**config.mk**
```make
export PLATFORM = sky130hd
export DESIGN_NAME = count_event_monitor
export DESIGN_NICKNAME = d
export VERILOG_FILES = /design/src/rtl/count_event_monitor.sv
export SDC_FILE = /design/constraint.sdc
export NUM_CORES = 1
export LEC_CHECK = 0
export ABC_AREA = 1
export BUFFER_PORTS_ARGS = -buffer_cell sky130_fd_sc_hd__buf_2
export CORE_ASPECT_RATIO = 0.75
export CORE_MARGIN = 2
export CORE_UTILIZATION = 55
export CTS_CLUSTER_DIAMETER = 80
export DETAILED_ROUTE_END_ITERATION = 10
export PLACE_DENSITY_LB_ADDON = 0.1
export SYNTH_ARGS = -nofsm -noshare
export SYNTH_HDL_FRONTEND = slang
export SYNTH_SLANG_ARGS = --single-unit
```
**constraint.sdc**
```tcl
create_clock -name sys_clk -period 4.3 [get_ports sys_clk]
set_input_delay 0.43 -clock sys_clk [delete_from_list [all_inputs] [get_ports sys_clk]]
set_output_delay 0.43 -clock sys_clk [all_outputs]
set_load 0.02 [all_outputs]
```
**src/rtl/count_event_monitor.sv**
```systemverilog
// Counter event monitor: detects match entries and wrap/underflow on a counter value, and
// keeps trigger pulses, sticky flags, saturating counts and an arm/capture record.
module count_event_monitor #(
    parameter int unsigned WIDTH   = 8,
    parameter int unsigned NUM_CMP = 2,
    parameter int unsigned CNT_W   = 16,
    parameter int unsigned TS_W    = 24,
    localparam int unsigned SEL_W  = (NUM_CMP > 1) ? $clog2(NUM_CMP) : 1
) (
    input  logic                       sys_clk,
    input  logic                       reset,
    input  logic [WIDTH-1:0]           count_in,
    input  logic [NUM_CMP*WIDTH-1:0]   match_val,
    input  logic [NUM_CMP-1:0]         match_en,
    input  logic [NUM_CMP-1:0]         clear_flags,
    input  logic                       arm,
    input  logic [SEL_W-1:0]           cap_sel,
    input  logic                       force_cap,
    output logic [NUM_CMP-1:0]         event_trig,
    output logic [NUM_CMP-1:0]         event_sticky,
    output logic [NUM_CMP*CNT_W-1:0]   event_cnt,
    output logic                       wrap_trig,
    output logic                       under_trig,
    output logic [1:0]                 cap_state,
    output logic [WIDTH-1:0]           cap_val,
    output logic [TS_W-1:0]            cap_time
);

    typedef enum logic [1:0] {
        StIdle  = 2'd0,
        StArmed = 2'd1,
        StDone  = 2'd2
    } cap_state_e;

    logic [WIDTH-1:0]   r_count_q;
    logic [WIDTH-1:0]   r_count_p;
    logic               r_q_valid;
    logic               r_prev_valid;
    logic [NUM_CMP-1:0] r_trig;
    logic [NUM_CMP-1:0] r_sticky;
    logic [CNT_W-1:0]   r_cnt [NUM_CMP];
    logic               r_wrap;
    logic               r_under;
    cap_state_e         r_state;
    cap_state_e         w_state_next;
    logic [TS_W-1:0]    r_timer;
    logic [WIDTH-1:0]   r_cap_val;
    logic [TS_W-1:0]    r_cap_time;

    logic [NUM_CMP-1:0] w_event;
    logic               w_changed;
    logic               w_wrap;
    logic               w_under;
    logic               w_cap_hit;
    logic               w_capture;
    logic               w_timer_clr;
    logic               w_timer_run;

    // Two-stage history; prev_valid marks when count_p holds a real sample, not the reset value.
    always_ff @(posedge sys_clk) begin
        if (reset) begin
            r_count_q    <= '0;
            r_count_p    <= '0;
            r_q_valid    <= 1'b0;
            r_prev_valid <= 1'b0;
        end else begin
            r_count_q    <= count_in;
            r_count_p    <= r_count_q;
            r_q_valid    <= 1'b1;
            r_prev_valid <= r_q_valid;
        end
    end

    assign w_changed = (r_count_q != r_count_p);
    assign w_wrap    = r_prev_valid && (&r_count_p) && (r_count_q == '0);
    assign w_under   = r_prev_valid && (r_count_p == '0) && (&r_count_q);

    always_comb begin
        w_event = '0;
        for (int unsigned i = 0; i < NUM_CMP; i++) begin
            w_event[i] = r_prev_valid && match_en[i] && w_changed &&
                         (r_count_q == match_val[i*WIDTH +: WIDTH]);
        end
    end

    always_ff @(posedge sys_clk) begin
        if (reset) begin
            r_trig   <= '0;
            r_sticky <= '0;
            r_wrap   <= 1'b0;
            r_under  <= 1'b0;
            for (int unsigned i = 0; i < NUM_CMP; i++) begin
                r_cnt[i] <= '0;
            end
        end else begin
            r_trig   <= w_event;
            r_sticky <= w_event | (r_sticky & ~clear_flags);
            r_wrap   <= w_wrap;
            r_under  <= w_under;
            for (int unsigned i = 0; i < NUM_CMP; i++) begin
                if (clear_flags[i]) begin
                    r_cnt[i] <= w_event[i] ? CNT_W'(1) : '0;
                end else if (w_event[i] && !(&r_cnt[i])) begin
                    r_cnt[i] <= r_cnt[i] + CNT_W'(1);
                end
            end
        end
    end

    // Out-of-range selects never match, leaving force_cap as the only capture source.
    always_comb begin
        w_cap_hit = force_cap;
        for (int unsigned i = 0; i < NUM_CMP; i++) begin
            if (cap_sel == SEL_W'(i) && w_event[i]) begin
                w_cap_hit = 1'b1;
            end
        end
    end

    always_ff @(posedge sys_clk) begin
        if (reset) begin
            r_state <= StIdle;
        end else begin
            r_state <= w_state_next;
        end
    end

    always_comb begin
        w_state_next = r_state;
        unique case (r_state)
            StIdle:  if (arm) w_state_next = StArmed;
            StArmed: begin
                if (arm) begin
                    w_state_next = StArmed;
                end else if (w_cap_hit) begin
                    w_state_next = StDone;
                end
            end
            StDone:  if (arm) w_state_next = StArmed;
            default: w_state_next = StIdle;
        endcase
    end

    always_comb begin
        w_timer_clr = arm;
        w_timer_run = 1'b0;
        w_capture   = 1'b0;
        unique case (r_state)
            StArmed: begin
                w_timer_run = 1'b1;
                w_capture   = !arm && w_cap_hit;
            end
            default: ;
        endcase
    end

    always_ff @(posedge sys_clk) begin
        if (reset) begin
            r_timer    <= '0;
            r_cap_val  <= '0;
            r_cap_time <= '0;
        end else begin
            if (w_timer_clr) begin
                r_timer <= '0;
            end else if (w_timer_run && !(&r_timer)) begin
                r_timer <= r_timer + TS_W'(1);
            end
            if (w_capture) begin
                r_cap_val  <= r_count_q;
                r_cap_time <= r_timer;
            end
        end
    end

    genvar g;
    for (g = 0; g < NUM_CMP; g++) begin : g_cnt_out
        assign event_cnt[g*CNT_W +: CNT_W] = r_cnt[g];
    end

    assign event_trig   = r_trig;
    assign event_sticky = r_sticky;
    assign wrap_trig    = r_wrap;
    assign under_trig   = r_under;
    assign cap_state    = r_state;
    assign cap_val      = r_cap_val;
    assign cap_time     = r_cap_time;

endmodule

```
==> results of run 1 <==
## final cells by class
cell class / count / area share, %
clock buffer: 19 / 6.26
timing repair buffer: 109 / 8.07
sequential: 114 / 37.6
tap: 136 / 2.46
clock inverter: 13 / 2.06
inverter: 105 / 5.70
multi-input combinational: 535 / 37.8
## synth_stat cells
library cell / instances / area, um^2
dfxtp_1: 82 / 1640
a21oi_1: 57 / 285
nor3_2: 4 / 40.0
xor2_1: 21 / 184
nand4_1: 10 / 62.6
nand3_2: 3 / 30.0
nand2_1: 159 / 597
nand3_1: 67 / 335
a31oi_1: 3 / 18.8
nor2_4: 1 / 11.3
nor2_1: 121 / 454
nand2_2: 1 / 6.26
nor2_2: 12 / 75.1
and2_1: 1 / 6.26
a21oi_2: 4 / 35.0
nand2_4: 1 / 11.3
inv_2: 9 / 33.8
buf_4: 3 / 22.5
and3_1: 3 / 18.8
o21ai_1: 1 / 5.00
o21ai_0: 13 / 65.1
or2_2: 2 / 12.5
nor3_4: 1 / 16.3
edfxtp_1: 32 / 961
nor3_1: 25 / 125
nor3b_2: 2 / 25.0
clkbuf_1: 14 / 52.6
a21o_1: 1 / 7.51
nor4_1: 3 / 18.8
inv_1: 96 / 360
xnor2_1: 8 / 70.1
nor3b_1: 6 / 45.0
buf_2: 4 / 20.0
or2_1: 1 / 6.26
ha_1: 3 / 37.5
o31ai_1: 1 / 7.51
buf_6: 6 / 67.6
## routing by layer
metal,up-vias,share of wire (%)
li1,2706,-
met2,196,43
met3,20,8.1
met1,2421,48
met5,-,0
met4,0,1.5
## state kept, by name, indices dropped and copies added (netlist names)
register	cells
r_cnt	32
cap_val	8
cap_time	24
wrap_trig	1
event_sticky	2
r_q_valid	1
r_count_p	8
r_prev_valid	1
event_trig	2
cap_state	2
r_count_q	8
r_timer	24
under_trig	1
## stage by stage
stage               util, %  cell area [um^2]  setup WS, ns
finish                 67.5              6920          1.82
global route           67.5              6920          1.52
CTS                    67.5              6920          1.81
detailed placement     61.9              6340          1.85
global placement       61.9              6340          1.96
floorplan                 -              5770          2.03
## final timing paths
kind / end / slack, ns / cells past startpoint
worst max register to register: r_cnt[0][11]$_SDFFCE_PN0P_ / 1.82 / 8
worst max-delay path: r_cnt[0][11]$_SDFFCE_PN0P_ / 1.82 / 8
worst min register to register: r_prev_valid$_SDFF_PP0_ / 0.41 / 2
worst min-delay path: r_count_q[5]$_SDFF_PP0_ / 0.22 / 3
## power groups by stage
stage / Sequential, mW / Combinational, mW / Clock [mW]
final: 1.17 / 0.219 / 1.38
after detailed placement: 1.19 / 0.218 / 0
after floorplan: 1.22 / 0.123 / 0
after global routing: 1.17 / 0.247 / 1.45
after global placement: 1.19 / 0.214 / 0
after CTS: 1.17 / 0.220 / 1.40
## cell families (layout without fill, tap and decap cells)
family | Yosys count | after routing
AO/OA/AOI/OAI | 80 | 80
XOR/XNOR | 29 | 29
adder cells (fa/ha/maj) | 3 | 3
buffers and inverters | 132 | 246
flip-flops | 114 | 114
AND/OR/NAND/NOR | 423 | 423
## worst max-delay path, stage by stage, from the launching register on
cell and delay, ns:
edfxtp_1 0.40, ha_1 0.20, nand2_1 0.08, nor2_1 0.16, nand3_1 0.15, nor2_1 0.20
nand4_1 0.15, nand2_1 0.12, nand3_1 0.55
==> flow_summary.yaml, run 1 <==
logic_synthesis:
  yosys_warnings: 0
  synth_top_family_by_area: "simple AND/OR/NAND/NOR gates"
  ys_types: 37
  synth_area_um2: 5770
  synth-xor-area-share_pct: 4.40
  synth_fa_ha_area_share_pct: 0.650
  synth_compound_area_share_pct: 7.35
  muxShareOfSynthArea_pct: 0
  ys_ff_latch: 114
  synth_cells: 781
  yosys.area_share.simple_pct: 32.9
  yosysSeqAreaShare_pct: 45.1
  synthesis.nets: 817
  syn_area_per_cell_um2: 7.39
pwr:
  switchingPower_mw: 0.662
  swShare_pct: 23.9
  leakagePower_nw: 3.05
  internal-power_mw: 2.11
  power_frac_comb_pct: 7.9
  fin_total_pwr_mw: 2.77
  clockPowerShare_pct: 49.9
  vdd_drop_max_v: 0.000322
  powerDensity_nw_per_um2: 400
  share_seq_of_total_power_pct: 42.2
detailed_routing:
  first_iter_violations: 440
  wl_um: 13700
  first_pass_iters: 7
  vias_per_cell: 5.18
  num_vias: 5343
  ant_nets: 0
  drc: 0
  routedWlPerCell_um: 13.2
clock_tree:
  post-cts-setup-buffers: 0
  cts_buffer_depth: 2
  clk_pin_slew_ns: 0.05
  worst_skew_pair.late_latency_ns: 0.41
  postCtsHoldBufs: 0
  htreeDepth: 4
  clkSinkCount: 114
  cts_root_buf: "clkbuf_16"
  cts_buffers: 17
  cts_tree: "yes"
  postCtsResizedCells: 0
grt:
  grt-busiest-layer: "met2"
  grt_pass1_wl_um: 23200
  antenna_found_initial: 0
  grt_use_total_pct: 26.1
  use_met3_pct: 6.40
  grt_pass1_vias: 4950
  met1_usage_pct: 36.8
  grt_max_degree: 67
  use_met2_pct: 38.8
  overflow: 0
cells_and_area:
  final_cell_mix: "nand2_1, nor2_1, buf_2"
  final_cells: 1031
  num_antenna_cells: 0
  area_growth_pct: 19.9
  multi_input_area_um2: 2620
  nFillCells: 922
  mostFrequentLayoutCell: "nand2_1"
  drive_gt1_share_pct: 19.9
  register_area_um2: 2600
  final_nets: 918
hold_path:
  hp-start: "count_in[5]"
  hold_class: "primary input to flop"
critical_path:
  r2r-start: "r_cnt[0][1]$_SDFFCE_PN0P_"
  end_kind: "flop"
  crit_type: "flop to flop"
  crit_required_ns: 4.24
  startpoint: "r_cnt[0][1]$_SDFFCE_PN0P_"
  crit_path_start_kind: "flop"
  cp_data_arrival_time_ns: 2.42
  worstPathMaxFanout: 16
floorplan:
  die_w_um: 122
  dieArea_um2: 11300
  io-pin-count: 105
  rows: 32
  core_area_um2: 10200
  initial_core_util_pct: 56.3
  die_y_um: 92.7
placed_design:
  routabilityCongestion: 0.909
  hpwlAfterDp_um: 9490
  io_buffers: 104
  placed_cells: 999
timing:
  clock.fmax_mhz: 402
  fin_crit_sh_pct: 57.8
  hold_violations: 0
  finClkSkew_ns: 0.00902
  slew_violations: 0
  tightest_slew_ns: 0.796
  setup-tns-final_ns: 0
  rsz0062_at_grt: "false"
  whs_ns: 0.217
  fin_crit_ns: 2.48
  relSlewSlack_pct: 46.7
  finalSetupViolCount: 0
outcome:
  status: "finished clean"
run:
  maxCapViolCount: 0
Power figures use the tool's default switching activity.
==> run 2, diff against run 1 <==
==> constraint.sdc (replaced) <==
create_clock -name sys_clk -period 2.5 [get_ports sys_clk]
set_input_delay 0.25 -clock sys_clk [delete_from_list [all_inputs] [get_ports sys_clk]]
set_output_delay 0.25 -clock sys_clk [all_outputs]
set_load 0.02 [all_outputs]
==> flow_summary.yaml, run 2 (synthesis gave the netlist of run 1 again) <==
clock_tree:
  cts_buffer_depth: 2
  cts_buffers: 17
  postCtsHoldBufs: 0
  cts_root_buf: "clkbuf_16"
  htreeDepth: 4
  cts_tree: "yes"
  clk_pin_slew_ns: 0.05
  postCtsResizedCells: 0
  post-cts-setup-buffers: 0
  worst_skew_pair.late_latency_ns: 0.41
  clkSinkCount: 114
cells_and_area:
  design_area_um2: 6960
  area_growth_pct: 20.5
  nFillCells: 875
  final_cell_mix: "nand2_1, nor2_1, buf_2"
  final_cells: 1035
  largest_reg_flops: 32
  mostFrequentLayoutCell: "nand2_1"
  final_nets: 922
  utilization_pct: 67.9
  num_antenna_cells: 0
  drive_gt1_share_pct: 20.6
  regMostFlops: "r_cnt"
critical_path:
  crit_type: "flop to flop"
  crit_required_ns: 2.73
  cp_data_arrival_time_ns: 2.37
  crit_path_start_kind: "flop"
  reg2reg_depth: 10
  r2r_slack_ns: 0.36
  worstPathMaxFanout: 16
  r2r-end: "r_cnt[0][2]$_SDFFCE_PN0P_"
  end_kind: "flop"
  r2r-start: "r_count_q[2]$_SDFF_PP0_"
detailed_routing:
  num_vias: 5336
  first_iter_violations: 433
  drc: 0
  routedWlPerCell_um: 13.2
  vias_per_cell: 5.16
  wl_um: 13600
  ant_nets: 0
  first_pass_iters: 5
timing:
  relSlewSlack_pct: 65.9
  clock.fmax_mhz: 466
  hold_violations: 0
  setup_ws_ns: 0.356
  tightest_slew_ns: 0.511
  rsz0062_at_grt: "false"
  finalSetupViolCount: 0
  fin_crit_sh_pct: 85.8
  fin_crit_ns: 2.14
  finClkSkew_ns: 0.00978
  slew_violations: 0
  setup-tns-final_ns: 0
pwr:
  swShare_pct: 23.8
  leakagePower_nw: 3.08
  power_frac_comb_pct: 8.2
  share_seq_of_total_power_pct: 42.7
  switchingPower_mw: 1.12
  internal-power_mw: 3.59
  clockPowerShare_pct: 49.1
  vdd_drop_max_v: 0.000417
  powerDensity_nw_per_um2: 677
hold_path:
  hold_class: "primary input to flop"
  hp-start: "count_in[7]"
  hold_path_end: "r_count_q[7]$_SDFF_PP0_"
  whs_path_depth: 3
grt:
  grt_use_total_pct: 25.5
  grt_pass1_vias: 4868
  antenna_found_initial: 0
  grt_max_degree: 67
  grt_pass1_wl_um: 22700
  overflow: 0
floorplan:
  die_w_um: 122
  die_y_um: 92.7
  core_area_um2: 10200
  io-pin-count: 105
  rows: 32
  initial_core_util_pct: 56.3
  dieArea_um2: 11300
placed_design:
  placed_area_um2: 6380
  placed_cells: 1003
  hpwlAfterDp_um: 9770
  post-place-ws_ns: 0.363
  routabilityCongestion: 0.926
  io_buffers: 104
run:
  maxCapViolCount: 0
outcome:
  status: "finished clean"
==> run 2: worst max-delay path: stages, from the launching register on <==
cell     delay, ns
dfxtp_1       0.39
inv_2         0.10
nand2_1       0.08
nand2_1       0.05
nor2_1        0.09
nand3_1       0.13
nor2_2        0.13
nand2_1       0.13
nor2_2        0.17
nand3_2       0.38
nor3b_1       0.33
==> run 2: final cells by class <==
type	instances	area (um^2)	share of cell area, %
clock buffer	20	457	6.57
clock inverter	12	114	1.64
tap	136	170	2.45
timing repair buffer	113	601	8.63
inverter	105	394	5.67
multi-input combinational	535	2620	37.6
sequential	114	2600	37.4
==> run 2: layer usage <==
metal	GRT usage [%]	vias up	wire length [um]
li1	-	2716	-
met1	37.1	2412	6750
met2	37.1	186	5610
met3	6.65	22	1120
met4	7.28	0	163
met5	0	-	0
==> run 2: how the worst max path moves through the flow <==
stage	cells past startpoint	end	slack, ns	startpoint
floorplan	8	r_cnt[1][0]$_DFFE_PP_	0.23	r_cnt[1][0]$_DFFE_PP_
global placement	11	r_cnt[0][0]$_SDFFCE_PP0P_	0.46	r_count_q[2]$_SDFF_PP0_
detailed placement	10	r_cnt[0][2]$_SDFFCE_PN0P_	0.36	r_count_q[2]$_SDFF_PP0_
CTS	10	r_cnt[0][2]$_SDFFCE_PN0P_	0.34	r_count_q[2]$_SDFF_PP0_
global route	10	r_cnt[1][15]$_SDFFCE_PN0P_	0.09	r_cnt[1][0]$_DFFE_PP_
finish	10	r_cnt[0][2]$_SDFFCE_PN0P_	0.36	r_count_q[2]$_SDFF_PP0_
==> run 2: power groups by stage <==
stage / Combinational (mW) / Clock [mW] / Sequential [mW]
2_1_floorplan: 0.212 / 0 / 2.09
3_3_place_gp: 0.377 / 0 / 2.04
3_5_place_dp: 0.383 / 0 / 2.05
4_1_cts: 0.384 / 2.34 / 2.01
5_1_grt: 0.431 / 2.43 / 2.02
6_report: 0.384 / 2.32 / 2.01
==> run 2: per-stage QoR <==
stage                     hold slack (ns)  power [mW]
final                              0.0440        4.71
after global routing               0.0415        4.88
after floorplan                     0.325        2.30
after detailed placement            0.407        2.43
after CTS                          0.0326        4.74
after global placement              0.394        2.42
==> run 3, diff against run 2 <==
--- a/config.mk
+++ b/config.mk
@@ -10,6 +10,7 @@
 export CORE_ASPECT_RATIO = 0.75
 export CORE_MARGIN = 2
 export CORE_UTILIZATION = 55
+export CTS_BUF_LIST = sky130_fd_sc_hd__clkbuf_16
 export CTS_CLUSTER_DIAMETER = 80
 export DETAILED_ROUTE_END_ITERATION = 10
 export PLACE_DENSITY_LB_ADDON = 0.1
==> constraint.sdc (replaced) <==
create_clock -name sys_clk -period 2.65 [get_ports sys_clk]
set_input_delay 0.265 -clock sys_clk [delete_from_list [all_inputs] [get_ports sys_clk]]
set_output_delay 0.265 -clock sys_clk [all_outputs]
set_load 0.02 [all_outputs]
==> flow_summary.yaml, run 3 (synthesis gave the netlist of run 1 again) <==
detailed_routing:
  first_iter_violations: 519
  ant_nets: 0
  drc: 0
  vias_per_cell: 5.16
  routedWlPerCell_um: 13.4
  num_vias: 5327
  wl_um: 13800
  first_pass_iters: 5
timing:
  setup-tns-final_ns: 0
  clock.fmax_mhz: 457
  slew_violations: 0
  whs_ns: 0.0547
  rsz0062_at_grt: "false"
  fin_crit_sh_pct: 82.5
  fin_crit_ns: 2.19
  tightest_slew_ns: 0.532
  relSlewSlack_pct: 64.5
  hold_violations: 0
  finClkSkew_ns: 0.0120
  finalSetupViolCount: 0
cells_and_area:
  design_area_um2: 6920
  num_antenna_cells: 0
  final_cells: 1033
  multi_input_area_um2: 2620
  nFillCells: 891
  largest_reg_flops: 32
  register_area_um2: 2600
  mostFrequentLayoutCell: "nand2_1"
  final_cell_mix: "nand2_1, nor2_1, buf_2"
  regMostFlops: "r_cnt"
  area_growth_pct: 19.8
  utilization_pct: 67.5
  drive_gt1_share_pct: 20.1
  final_nets: 920
clock_tree:
  clk_pin_slew_ns: 0.05
  htreeDepth: 4
  cts_tree: "yes"
  post-cts-setup-buffers: 0
  worst_skew_pair.late_latency_ns: 0.41
  postCtsResizedCells: 0
  postCtsHoldBufs: 0
  clkSinkCount: 114
  cts_buffers: 17
  cts_buffer_depth: 2
  cts_root_buf: "clkbuf_16"
placed_design:
  placed_cells: 1001
  routabilityCongestion: 0.906
  hpwlAfterDp_um: 9930
  io_buffers: 104
  placed_area_um2: 6370
grt:
  grt_use_total_pct: 25.7
  grt_max_degree: 67
  grt_pass1_vias: 4910
  grt_pass1_wl_um: 23000
  antenna_found_initial: 0
  overflow: 0
floorplan:
  dieArea_um2: 11300
  die_y_um: 92.7
  die_w_um: 122
  initial_core_util_pct: 56.3
  rows: 32
  io-pin-count: 105
  core_area_um2: 10200
hold_path:
  hold_class: "primary input to flop"
critical_path:
  cp_slowest_cell: "edfxtp_1"
  worstPathMaxFanout: 15
  path_cells: "ha_1 > nand2_1 > nor2_2 > nand3_1 > nor2_1 > nand4_1 > nand3_2 > inv_1 > and3_1"
  end_kind: "flop"
  crit_type: "flop to flop"
  cpPeakStageDelay_ns: 0.39
  crit_path_start_kind: "flop"
  crit_required_ns: 2.81
  cp_data_arrival_time_ns: 2.34
pwr:
  vdd_drop_max_v: 0.000507
  powerDensity_nw_per_um2: 629
  leakagePower_nw: 3.06
outcome:
  status: "finished clean"
run:
  maxCapViolCount: 0
[run 3: path summary, 6_finish.rpt]
check | to | cells past startpoint | slack (ns) | from
max | r_cnt[1][11]$_SDFFCE_PN0P_ | 9 | 0.46 | r_cnt[1][0]$_DFFE_PP_
min | r_count_q[4]$_SDFF_PP0_ | 3 | 0.05 | count_in[4]
max reg2reg | r_cnt[1][11]$_SDFFCE_PN0P_ | 9 | 0.46 | r_cnt[1][0]$_DFFE_PP_
min reg2reg | r_prev_valid$_SDFF_PP0_ | 2 | 0.41 | r_q_valid$_DFF_P_
[run 3: per-layer routing]
layer | part of all wire [%] | GRT usage (%) | vias up | routed length [um]
met3 | 7.7 | 5.91 | 18 | 1070
met1 | 48 | 37.5 | 2412 | 6670
li1 | - | - | 2701 | -
met5 | 0 | 0 | - | 0
met4 | 1.3 | 8.52 | 0 | 178
met2 | 43 | 37.3 | 196 | 5910
[run 3: area by class of cell]
class / count / area share (%)
Multi-Input combinational cell: 535 / 37.8
Sequential cell: 114 / 37.6
Inverter: 105 / 5.70
Clock inverter: 14 / 1.39
Tap cell: 136 / 2.46
Clock buffer: 18 / 6.51
Timing Repair Buffer: 111 / 8.47
[run 3: per-stage QoR]
step	setup slack, ns	power, mW
after floorplan	0.380	2.17
after global placement	0.567	2.28
after detailed placement	0.512	2.29
after CTS	0.477	4.37
after global routing	0.171	4.50
final	0.464	4.35
[run 3: where the power goes]
part           leakage (nW)  internal (mW)  switching [mW]
sequential             1.02           1.85          0.0503
clock                 0.278           1.32           0.775
combinational          1.76          0.121           0.240
[run 3: worst max-delay path: cells and delay by family (launching register included)]
kind	cells	cell delay (ns)
flip-flops	1	0.39
buffers and inverters	1	0.10
adder cells (fa/ha/maj)	1	0.20
AND/OR/NAND/NOR	7	1.23
